## config.mk

```make
export PLATFORM = sky130hd
export DESIGN_NAME = frame_writer_pk
export DESIGN_NICKNAME = d
export VERILOG_FILES = /design/src/rtl/frame_writer_pk.sv
export SDC_FILE = /design/constraint.sdc
export NUM_CORES = 1
export LEC_CHECK = 0
export CAP_MARGIN = 10
export CELL_PAD_IN_SITES_DETAIL_PLACEMENT = 1
export CELL_PAD_IN_SITES_GLOBAL_PLACEMENT = 2
export CORE_ASPECT_RATIO = 1.4
export CORE_MARGIN = 2
export CORE_UTILIZATION = 31
export CTS_CLUSTER_DIAMETER = 50
export CTS_CLUSTER_SIZE = 24
export DETAILED_ROUTE_END_ITERATION = 8
export GPL_TIMING_DRIVEN = 0
export PLACE_DENSITY = 0.87
export SLEW_MARGIN = 20
export SYNTH_ARGS = -nofsm -noshare
export SYNTH_HDL_FRONTEND = slang
export SYNTH_SLANG_ARGS = --single-unit
```

## constraint.sdc

```tcl
create_clock -name clk -period 6.2 [get_ports clk]
set_clock_uncertainty 0.2 [all_clocks]
set_input_delay 1.55 -clock clk [delete_from_list [all_inputs] [get_ports clk]]
set_output_delay 1.55 -clock clk [all_outputs]
set_load 0.05 [all_outputs]
```

## src/rtl/frame_writer_pk.sv

```systemverilog
// Video-packet-to-FIFO writer: captures one frame per start (or every frame in cont mode),
// zero-pads pixels to 32-bit slots, packs PIX_PER_WORD slots per word, reports count/error at frame end.
`timescale 1ns/1ps
module frame_writer_pk #(
  parameter int PIX_WIDTH       = 24,
  parameter int PIX_PER_WORD    = 1,
  parameter int DATA_WIDTH      = 32*PIX_PER_WORD,
  parameter int FIFO_DEPTH      = 256,
  parameter int FIFO_DEPTH_LOG2 = 8
) (
  input  logic                       clk,
  input  logic                       rst,
  input  logic [PIX_WIDTH-1:0]       din_data,
  input  logic                       din_valid,
  output logic                       din_ready,
  input  logic                       din_sop,
  input  logic                       din_eop,
  output logic [DATA_WIDTH-1:0]      data_fifo_out,
  output logic                       data_valid_fifo_out,
  input  logic [FIFO_DEPTH_LOG2:0]   usedw_fifo_out,
  input  logic                       start,
  input  logic                       cont,
  input  logic [23:0]                expected_pixels,
  output logic                       endf,
  output logic [23:0]                frame_pixels,
  output logic                       frame_err
);

  localparam int SLOT_W = (PIX_PER_WORD > 1) ? $clog2(PIX_PER_WORD) : 1;

  localparam logic [1:0] ST_IDLE    = 2'd0;
  localparam logic [1:0] ST_ARMED   = 2'd1;
  localparam logic [1:0] ST_CAPTURE = 2'd2;
  localparam logic [1:0] ST_DONE    = 2'd3;

  localparam logic [23:0]              CNT_MAX     = 24'hFF_FFFF;
  localparam logic [FIFO_DEPTH_LOG2:0] READY_LIMIT = (FIFO_DEPTH_LOG2+1)'(FIFO_DEPTH - 2);

  logic [1:0]            state_q, state_d;
  logic [SLOT_W-1:0]     slot_q, slot_d;
  logic [DATA_WIDTH-1:0] word_q, word_d;
  logic [23:0]           pix_cnt_q, pix_cnt_d;
  logic                  wr_q, wr_d;
  logic [DATA_WIDTH-1:0] dout_q, dout_d;
  logic                  endf_q, endf_d;
  logic [23:0]           frame_pixels_q, frame_pixels_d;
  logic                  frame_err_q, frame_err_d;

  logic                  accept;
  logic [31:0]           pix32;
  logic                  video_hdr;
  logic                  last_slot;
  logic [DATA_WIDTH-1:0] word_new;
  logic                  finish;
  logic                  truncated;

  // One slot of FIFO margin absorbs the write that is still in the output register.
  assign din_ready = usedw_fifo_out < READY_LIMIT;
  assign accept    = din_valid & din_ready;
  assign pix32     = 32'(din_data);
  assign video_hdr = din_sop & (pix32[3:0] == 4'd0);
  assign last_slot = slot_q == SLOT_W'(PIX_PER_WORD - 1);

  always_comb begin
    word_new = word_q;
    for (int i = 0; i < PIX_PER_WORD; i++) begin
      if (slot_q == SLOT_W'(i)) word_new[i*32 +: 32] = pix32;
    end
  end

  always_comb begin
    state_d        = state_q;
    slot_d         = slot_q;
    word_d         = word_q;
    pix_cnt_d      = pix_cnt_q;
    wr_d           = 1'b0;
    dout_d         = dout_q;
    endf_d         = 1'b0;
    frame_pixels_d = frame_pixels_q;
    frame_err_d    = frame_err_q;
    finish         = 1'b0;
    truncated      = 1'b0;

    case (state_q)
      ST_IDLE: begin
        if (start) state_d = ST_ARMED;
      end
      ST_ARMED: begin
        if (accept && video_hdr) begin
          state_d   = ST_CAPTURE;
          slot_d    = '0;
          word_d    = '0;
          pix_cnt_d = '0;
        end
      end
      ST_CAPTURE: begin
        if (accept) begin
          if (din_sop) begin
            // New packet interrupts the frame: flush what we have, drop the sop beat.
            if (slot_q != '0) begin
              wr_d   = 1'b1;
              dout_d = word_q;
            end
            word_d    = '0;
            slot_d    = '0;
            truncated = 1'b1;
            finish    = 1'b1;
          end else begin
            pix_cnt_d = (pix_cnt_q == CNT_MAX) ? pix_cnt_q : pix_cnt_q + 24'd1;
            if (last_slot || din_eop) begin
              wr_d   = 1'b1;
              dout_d = word_new;
              word_d = '0;
              slot_d = '0;
            end else begin
              word_d = word_new;
              slot_d = slot_q + SLOT_W'(1);
            end
            finish = din_eop;
          end
        end
      end
      ST_DONE: begin
        state_d = (start || cont) ? ST_ARMED : ST_IDLE;
      end
      default: state_d = ST_IDLE;
    endcase

    if (finish) begin
      state_d        = ST_DONE;
      endf_d         = 1'b1;
      frame_pixels_d = pix_cnt_d;
      frame_err_d    = truncated ||
                       ((expected_pixels != 24'd0) && (pix_cnt_d != expected_pixels));
    end
  end

  always_ff @(posedge clk or posedge rst) begin
    if (rst) begin
      state_q        <= ST_IDLE;
      slot_q         <= '0;
      word_q         <= '0;
      pix_cnt_q      <= '0;
      wr_q           <= 1'b0;
      dout_q         <= '0;
      endf_q         <= 1'b0;
      frame_pixels_q <= '0;
      frame_err_q    <= 1'b0;
    end else begin
      state_q        <= state_d;
      slot_q         <= slot_d;
      word_q         <= word_d;
      pix_cnt_q      <= pix_cnt_d;
      wr_q           <= wr_d;
      dout_q         <= dout_d;
      endf_q         <= endf_d;
      frame_pixels_q <= frame_pixels_d;
      frame_err_q    <= frame_err_d;
    end
  end

  assign data_fifo_out       = dout_q;
  assign data_valid_fifo_out = wr_q;
  assign endf                = endf_q;
  assign frame_pixels        = frame_pixels_q;
  assign frame_err           = frame_err_q;

endmodule

```

# --- Word-level counts from Yosys, hierarchy flattened ---
# Cells that the tools add are included.
# W data, S select, Z words.
classes:
  n_eq_ne: 10
  magnitude_cmp: 1
  addsub: 2
  bitwise: 3
  mux: 36
  reduce_logical: 14
op_table:
  columns: ["operator", "n"]
  rows:
  - ["$mux W32", 8]
  - ["$mux W24", 4]
  - ["$pmux W32 S2", 1]
  - ["$pmux W24 S2", 1]
  - ["$add A24 B1 Y24 const B", 1]
  - ["$eq A24 B24 Y1 const B", 1]
  - ["$ne A24 B24 Y1", 1]
  - ["$reduce_bool A24 Y1", 1]
  - ["$mux W1", 17]
  - ["$lt A9 B8 Y1 const B", 1]
  - ["$mux W2", 3]
  - ["$ne A3 B3 Y1 const B", 2]
  - ["$pmux W2 S3", 1]
  - ["$reduce_and A3 Y1", 2]
  - ["$eq A2 B2 Y1 const B", 2]
  - ["$logic_not A4 Y1", 1]
  - ["$ne A2 B2 Y1 const B", 2]
  - ["$reduce_and A4 Y1", 1]
  - ["$reduce_bool A2 Y1", 2]
  - ["$reduce_bool A4 Y1", 1]
  - ["$logic_or A1 B1 Y1", 3]
  - ["$and A1 B1 Y1", 2]
  - ["$eq A2 B1 Y1 const B", 1]
  - ["$logic_and A1 B1 Y1", 2]
  - ["5 further kinds", 5]
word_totals:
  elab_cells: 75
  regBits: 118
  inputBits: 64

# --- Depth between registers and ports, before layout ---
logic_depth:
  depth_word: 8
  ltp_mapped: 13

# --- Worst setup path before layout ---
# OpenSTA, ideal clock, no wires.
synth_path:
  path_kind: "input-to-output"
  from: "input port usedw_fifo_out[1]"
  to: "output port din_ready"
  required_ns: 4.450
  slack_ns: 2.111
  t_arrival_ns: 2.339
  path_buffers: 0
  stages: 3
  path_cell_list: "nand4_1 nor2_1 nor2_1"
synth_via:
  elab_chain_cells: 1
synth_lines:
  columns: ["element", "line", "rtl"]
  rows:
  - ["from (decl)", "20", "input logic [FIFO_DEPTH_LOG2:0] usedw_fifo_out,"]
  - ["$lt A9 B8 Y1", "58", "assign din_ready = usedw_fifo_out < READY_LIMIT;"]
  - ["to (decl)", "15", "output logic din_ready,"]
# No other way between the ends.

# --- Worst setup path in the final report ---
layout_path:
  from: "input port din_sop"
  to: "register frame_err_q (netlist: frame_err)"
layout_via:
  elab_chain_cells: 7
  elab_cells_between_ends: 15
  classes_between: "1 x eq/ne; 10 x mux; 1 x bitwise; 3 x reduce/logical"
layout_lines:
  columns: ["element", "line", "rtl"]
  rows:
  - ["from (decl)", "16", "input logic din_sop,"]
  - ["$and A1 B1 Y1", "61", "assign video_hdr = din_sop & (pix32[3:0] == 4'd0);"]
  - ["$logic_and A1 B1 Y1", "89", "if (accept && video_hdr) begin"]
  - ["$mux W24", "89", null]
  - ["$pmux W24 S2", "84", "case (state_q)"]
  - ["$ne A24 B24 Y1", "134", "((expected_pixels != 24'd0) && (pix_cnt_d != expected_pixels));"]
  - ["$logic_and A1 B1 Y1", "134", null]
  - ["$logic_or A1 B1 Y1", "133", "frame_err_d = truncated ||"]
  - ["to (signal assigned)", "158", "frame_err_q <= frame_err_d;"]
  - ["to (decl)", "47", "logic frame_err_q, frame_err_d;"]
# Several ways; a longest one is shown, not always the timed one.
# A chain may end at the register's enable or synchronous reset.

==> impl_metrics.env <==
export IMPL_worst_hold_slack_ns=0.2718
export IMPL_cap_viol_max_count=0
export IMPL_dpl_hpwl_um=20380
export IMPL_maxSlewViolCount=0
export IMPL_viasPerCell=5.575
export IMPL_ys_seq_area_share_pct=45.33
export IMPL_synth_compound_area_share_pct=17.02
export IMPL_area_delta_synth_final_pct=33.27
export IMPL_r2r_start="pix_cnt_q[0]"
export IMPL_async_reset_ff_share_pct=100.0
export IMPL_syn_inst=765
export IMPL_antenna_found_initial=0
export IMPL_wire_per_inst_um=22.90
export IMPL_clk_latency_ns=0.44
export IMPL_synth_top_family_by_area="simple AND/OR/NAND/NOR gates"
export IMPL_fin_crit_ns=5.623
export IMPL_h_tree_depth=4
export IMPL_synth_seq_cells=118
export IMPL_slew_headroom_pct=25.04
export IMPL_start_util_pct=31.69
export IMPL_port_buffers=122
export IMPL_grt_overflow=0
export IMPL_r2r_end="frame_err"
export IMPL_drt_total_wl_um=26930
export IMPL_dieArea_mm2=0.02220
export IMPL_ir_drop_mv=0.1663
export IMPL_grt_max_degree=65
export IMPL_synthAdderAreaFrac_pct=0.9604
export IMPL_fp_dieW_um=126.5
export IMPL_crit_start="din_sop"
export IMPL_p_leak_nw=3.602
export IMPL_setup_viol=0
export IMPL_cp_endpoint="frame_err"
export IMPL_holdBufCountCts=0
export IMPL_cts_resized=0
export IMPL_rsz0062_at_grt="no"
export IMPL_worstPathRequired_ns=6.30
export IMPL_finalCritPeriodShare_pct=90.70
export IMPL_clk_pin_slew_ns=0.07
export IMPL_nets=976
export IMPL_reg2reg_slack_ns=1.68
export IMPL_synth_mux_area_share_pct=1.921
export IMPL_synth_xor_area_share_pct=1.210
export IMPL_grt_usage_pct=25.01
export IMPL_antenna_cells=0
export IMPL_dr_total_vias=6556
export IMPL_tightestPinTransition_ns=1.114
export IMPL_grt_pass1_vias=6960
export IMPL_end_kind="flip-flop"
export IMPL_drc=0
export IMPL_root_buffer="clkbuf_16"
export IMPL_ant_nets=0
export IMPL_totalNegativeSetupSlack_ns=0
export IMPL_powerDensity_mw_per_mm2=437.2
export IMPL_ys_types=72
export IMPL_synth_fp_nets=834
export IMPL_status="finished clean"
export IMPL_worstPathArrival_ns=5.72
export IMPL_grt_pass1_wl_um=41590
export IMPL_ys_warn_count=0
export IMPL_place_congestion=0.9527
export IMPL_fillCellCount=2381
export IMPL_io_pins=124
export IMPL_syn_cell_area_mm2=0.006514
export IMPL_synthFlopType="dfrtp_1"
export IMPL_core_area_mm2=0.02056
export IMPL_cts_buffer_depth=2
export IMPL_dieHeight_um=175.5
export IMPL_syn_mean_instance_area_um2=8.515
export IMPL_synthSimpleGateAreaFrac_pct=28.87
export IMPL_crit_type="in2reg"
export IMPL_synth_edf_count=0
export IMPL_numCtsBuffers=17
export IMPL_max_freq_mhz=177.8
export IMPL_cp_max_fo=10
export IMPL_min_path_type="reg2reg"
export IMPL_cts_sinks=118
export IMPL_drt_iter0_drc=404
export IMPL_reg2reg_depth=10
export IMPL_start_kind="input pin"
export IMPL_drt_first_pass_iters=5
export IMPL_drive_gt1_share_pct=7.065
export IMPL_post_cts_buffers=0
export IMPL_cts_tree="yes"
export IMPL_min_from="frame_pixels[2]"
export IMPL_hold_viol=0
export IMPL_row_count=62
## logic make-up (layout without fill, tap and decap cells)
kind of cell | Yosys count | in the layout
AOI/OAI and AO/OA | 163 | 163
xor gates and xnor gates | 9 | 9
adders and majority gates | 5 | 5
buffers and inverters | 78 | 233
DFF | 118 | 118
muxes | 12 | 12
and+or+nand+nor | 380 | 380
## synthesized netlist by cell type (2+ instances only)
cell type | instances | area (um2)
o31ai_1 | 3 | 22.52
o2111ai_1 | 4 | 35.03
xnor2_1 | 7 | 61.31
nand2b_1 | 6 | 37.54
or2_2 | 7 | 43.79
nand4_1 | 18 | 112.6
clkbuf_1 | 34 | 127.6
mux2i_1 | 8 | 80.08
dfrtp_1 | 118 | 2953
or3_1 | 5 | 31.28
a2111oi_0 | 6 | 52.55
nor4_1 | 17 | 106.4
nand4_2 | 2 | 25.02
and3_1 | 5 | 31.28
buf_2 | 9 | 45.04
inv_1 | 32 | 120.1
o221ai_1 | 2 | 17.52
xor2_1 | 2 | 17.52
nand2_1 | 136 | 510.5
nand4b_1 | 3 | 26.28
a211o_1 | 2 | 17.52
o22a_1 | 3 | 26.28
o211ai_1 | 5 | 37.54
or4_1 | 6 | 45.04
o22ai_1 | 6 | 37.54
mux2_2 | 4 | 45.04
a21o_1 | 3 | 22.52
and4_1 | 4 | 35.03
nor2b_1 | 37 | 231.5
a32o_1 | 2 | 20.02
nor3_1 | 18 | 90.09
nor4b_1 | 2 | 17.52
a31oi_1 | 37 | 231.5
o21ai_0 | 43 | 215.2
a211oi_1 | 6 | 45.04
ha_1 | 5 | 62.56
and2_1 | 2 | 12.51
nand3_1 | 36 | 180.2
nor2_1 | 67 | 251.5
a21oi_1 | 20 | 100.1
o2bb2ai_1 | 2 | 17.52
## critical path, stage by stage
cell	delay (ns)
clkdlybuf4s50_1	0.51
clkbuf_1	0.49
nand3_1	0.32
o21a_1	0.40
nor2_1	0.86
a31oi_1	0.07
a2111oi_0	0.86
nand4_1	0.19
nor4_1	0.33
a21oi_1	0.13
## final cells by class
| cell class | instances | area [um2] | share of cell area, % |
|---|---|---|---|
| tap | 256 | 320.3 | 3.690 |
| sequential | 118 | 2953 | 34.02 |
| multi-input combinational | 569 | 3256 | 37.50 |
| clock inverter | 11 | 122.6 | 1.413 |
| buffer | 45 | 181.4 | 2.090 |
| inverter | 33 | 128.9 | 1.485 |
| clock buffer | 21 | 470.5 | 5.419 |
| timing repair buffer | 123 | 1249 | 14.38 |
## through the flow
stage | power [W] | cells | area [um2] | util (%) | setup slack (ns)
after global placement | 0.002791 | 1143 | 8055 | 39.18 | -0.6458
after floorplan | 0.002097 | 765 | 6514 | - | 1.321
after CTS | 0.003826 | 1176 | 8681 | 42.23 | 0.6865
after detailed placement | 0.002804 | 1144 | 8088 | 39.34 | 0.2594
final | 0.003795 | 1176 | 8681 | 42.23 | 0.5766
after global routing | 0.003986 | 1176 | 8681 | 42.23 | 0.4865
## sequential cells by signal (all words and copies together), names as in the netlist
name	cells
data_fifo_out	32
frame_err	1
word_q	32
endf	1
frame_pixels	24
pix_cnt_q	24
state_q	2
slot_q	1
data_valid_fifo_out	1
## how the worst min path moves through the flow
stage	cells after the start	endpoint	slack, ns
after floorplan	2	data_fifo_out[24]	0.26
after global placement	2	frame_pixels[4]	0.26
after detailed placement	2	frame_pixels[2]	0.26
after CTS	2	frame_pixels[2]	0.28
after global routing	2	frame_pixels[19]	0.31
final	2	frame_pixels[2]	0.27
## report_power, final
group	internal (W)	switching (W)
Sequential	0.000931	0.0000921
Combinational	0.000497	0.00127
Clock	0.000623	0.000386
## cells in the final DEF (no fill, tap or decap), types with 7 or more instances in the layout
cell type	count
or2_2	7
buf_2	9
dfrtp_1	118
xnor2_1	7
nor3_1	18
clkbuf_16	17
nor2_1	67
nand2_1	136
a21oi_1	20
clkbuf_1	35
nor4_1	17
nor2b_1	37
a31oi_1	37
inv_1	31
nand4_1	18
clkdlybuf4s50_1	122
mux2i_1	8
nand3_1	36
o21ai_0	43
## routing by layer
metal | part of all wire [%] | vias up | track usage [%]
li1 | - | 3015 | -
met1 | 38 | 3205 | 27.83
met3 | 4.7 | 77 | 5.056
met5 | 0 | - | 0
met4 | 6.2 | 0 | 15.02
met2 | 51 | 259 | 43.69
Power figures use the tool's default switching activity.
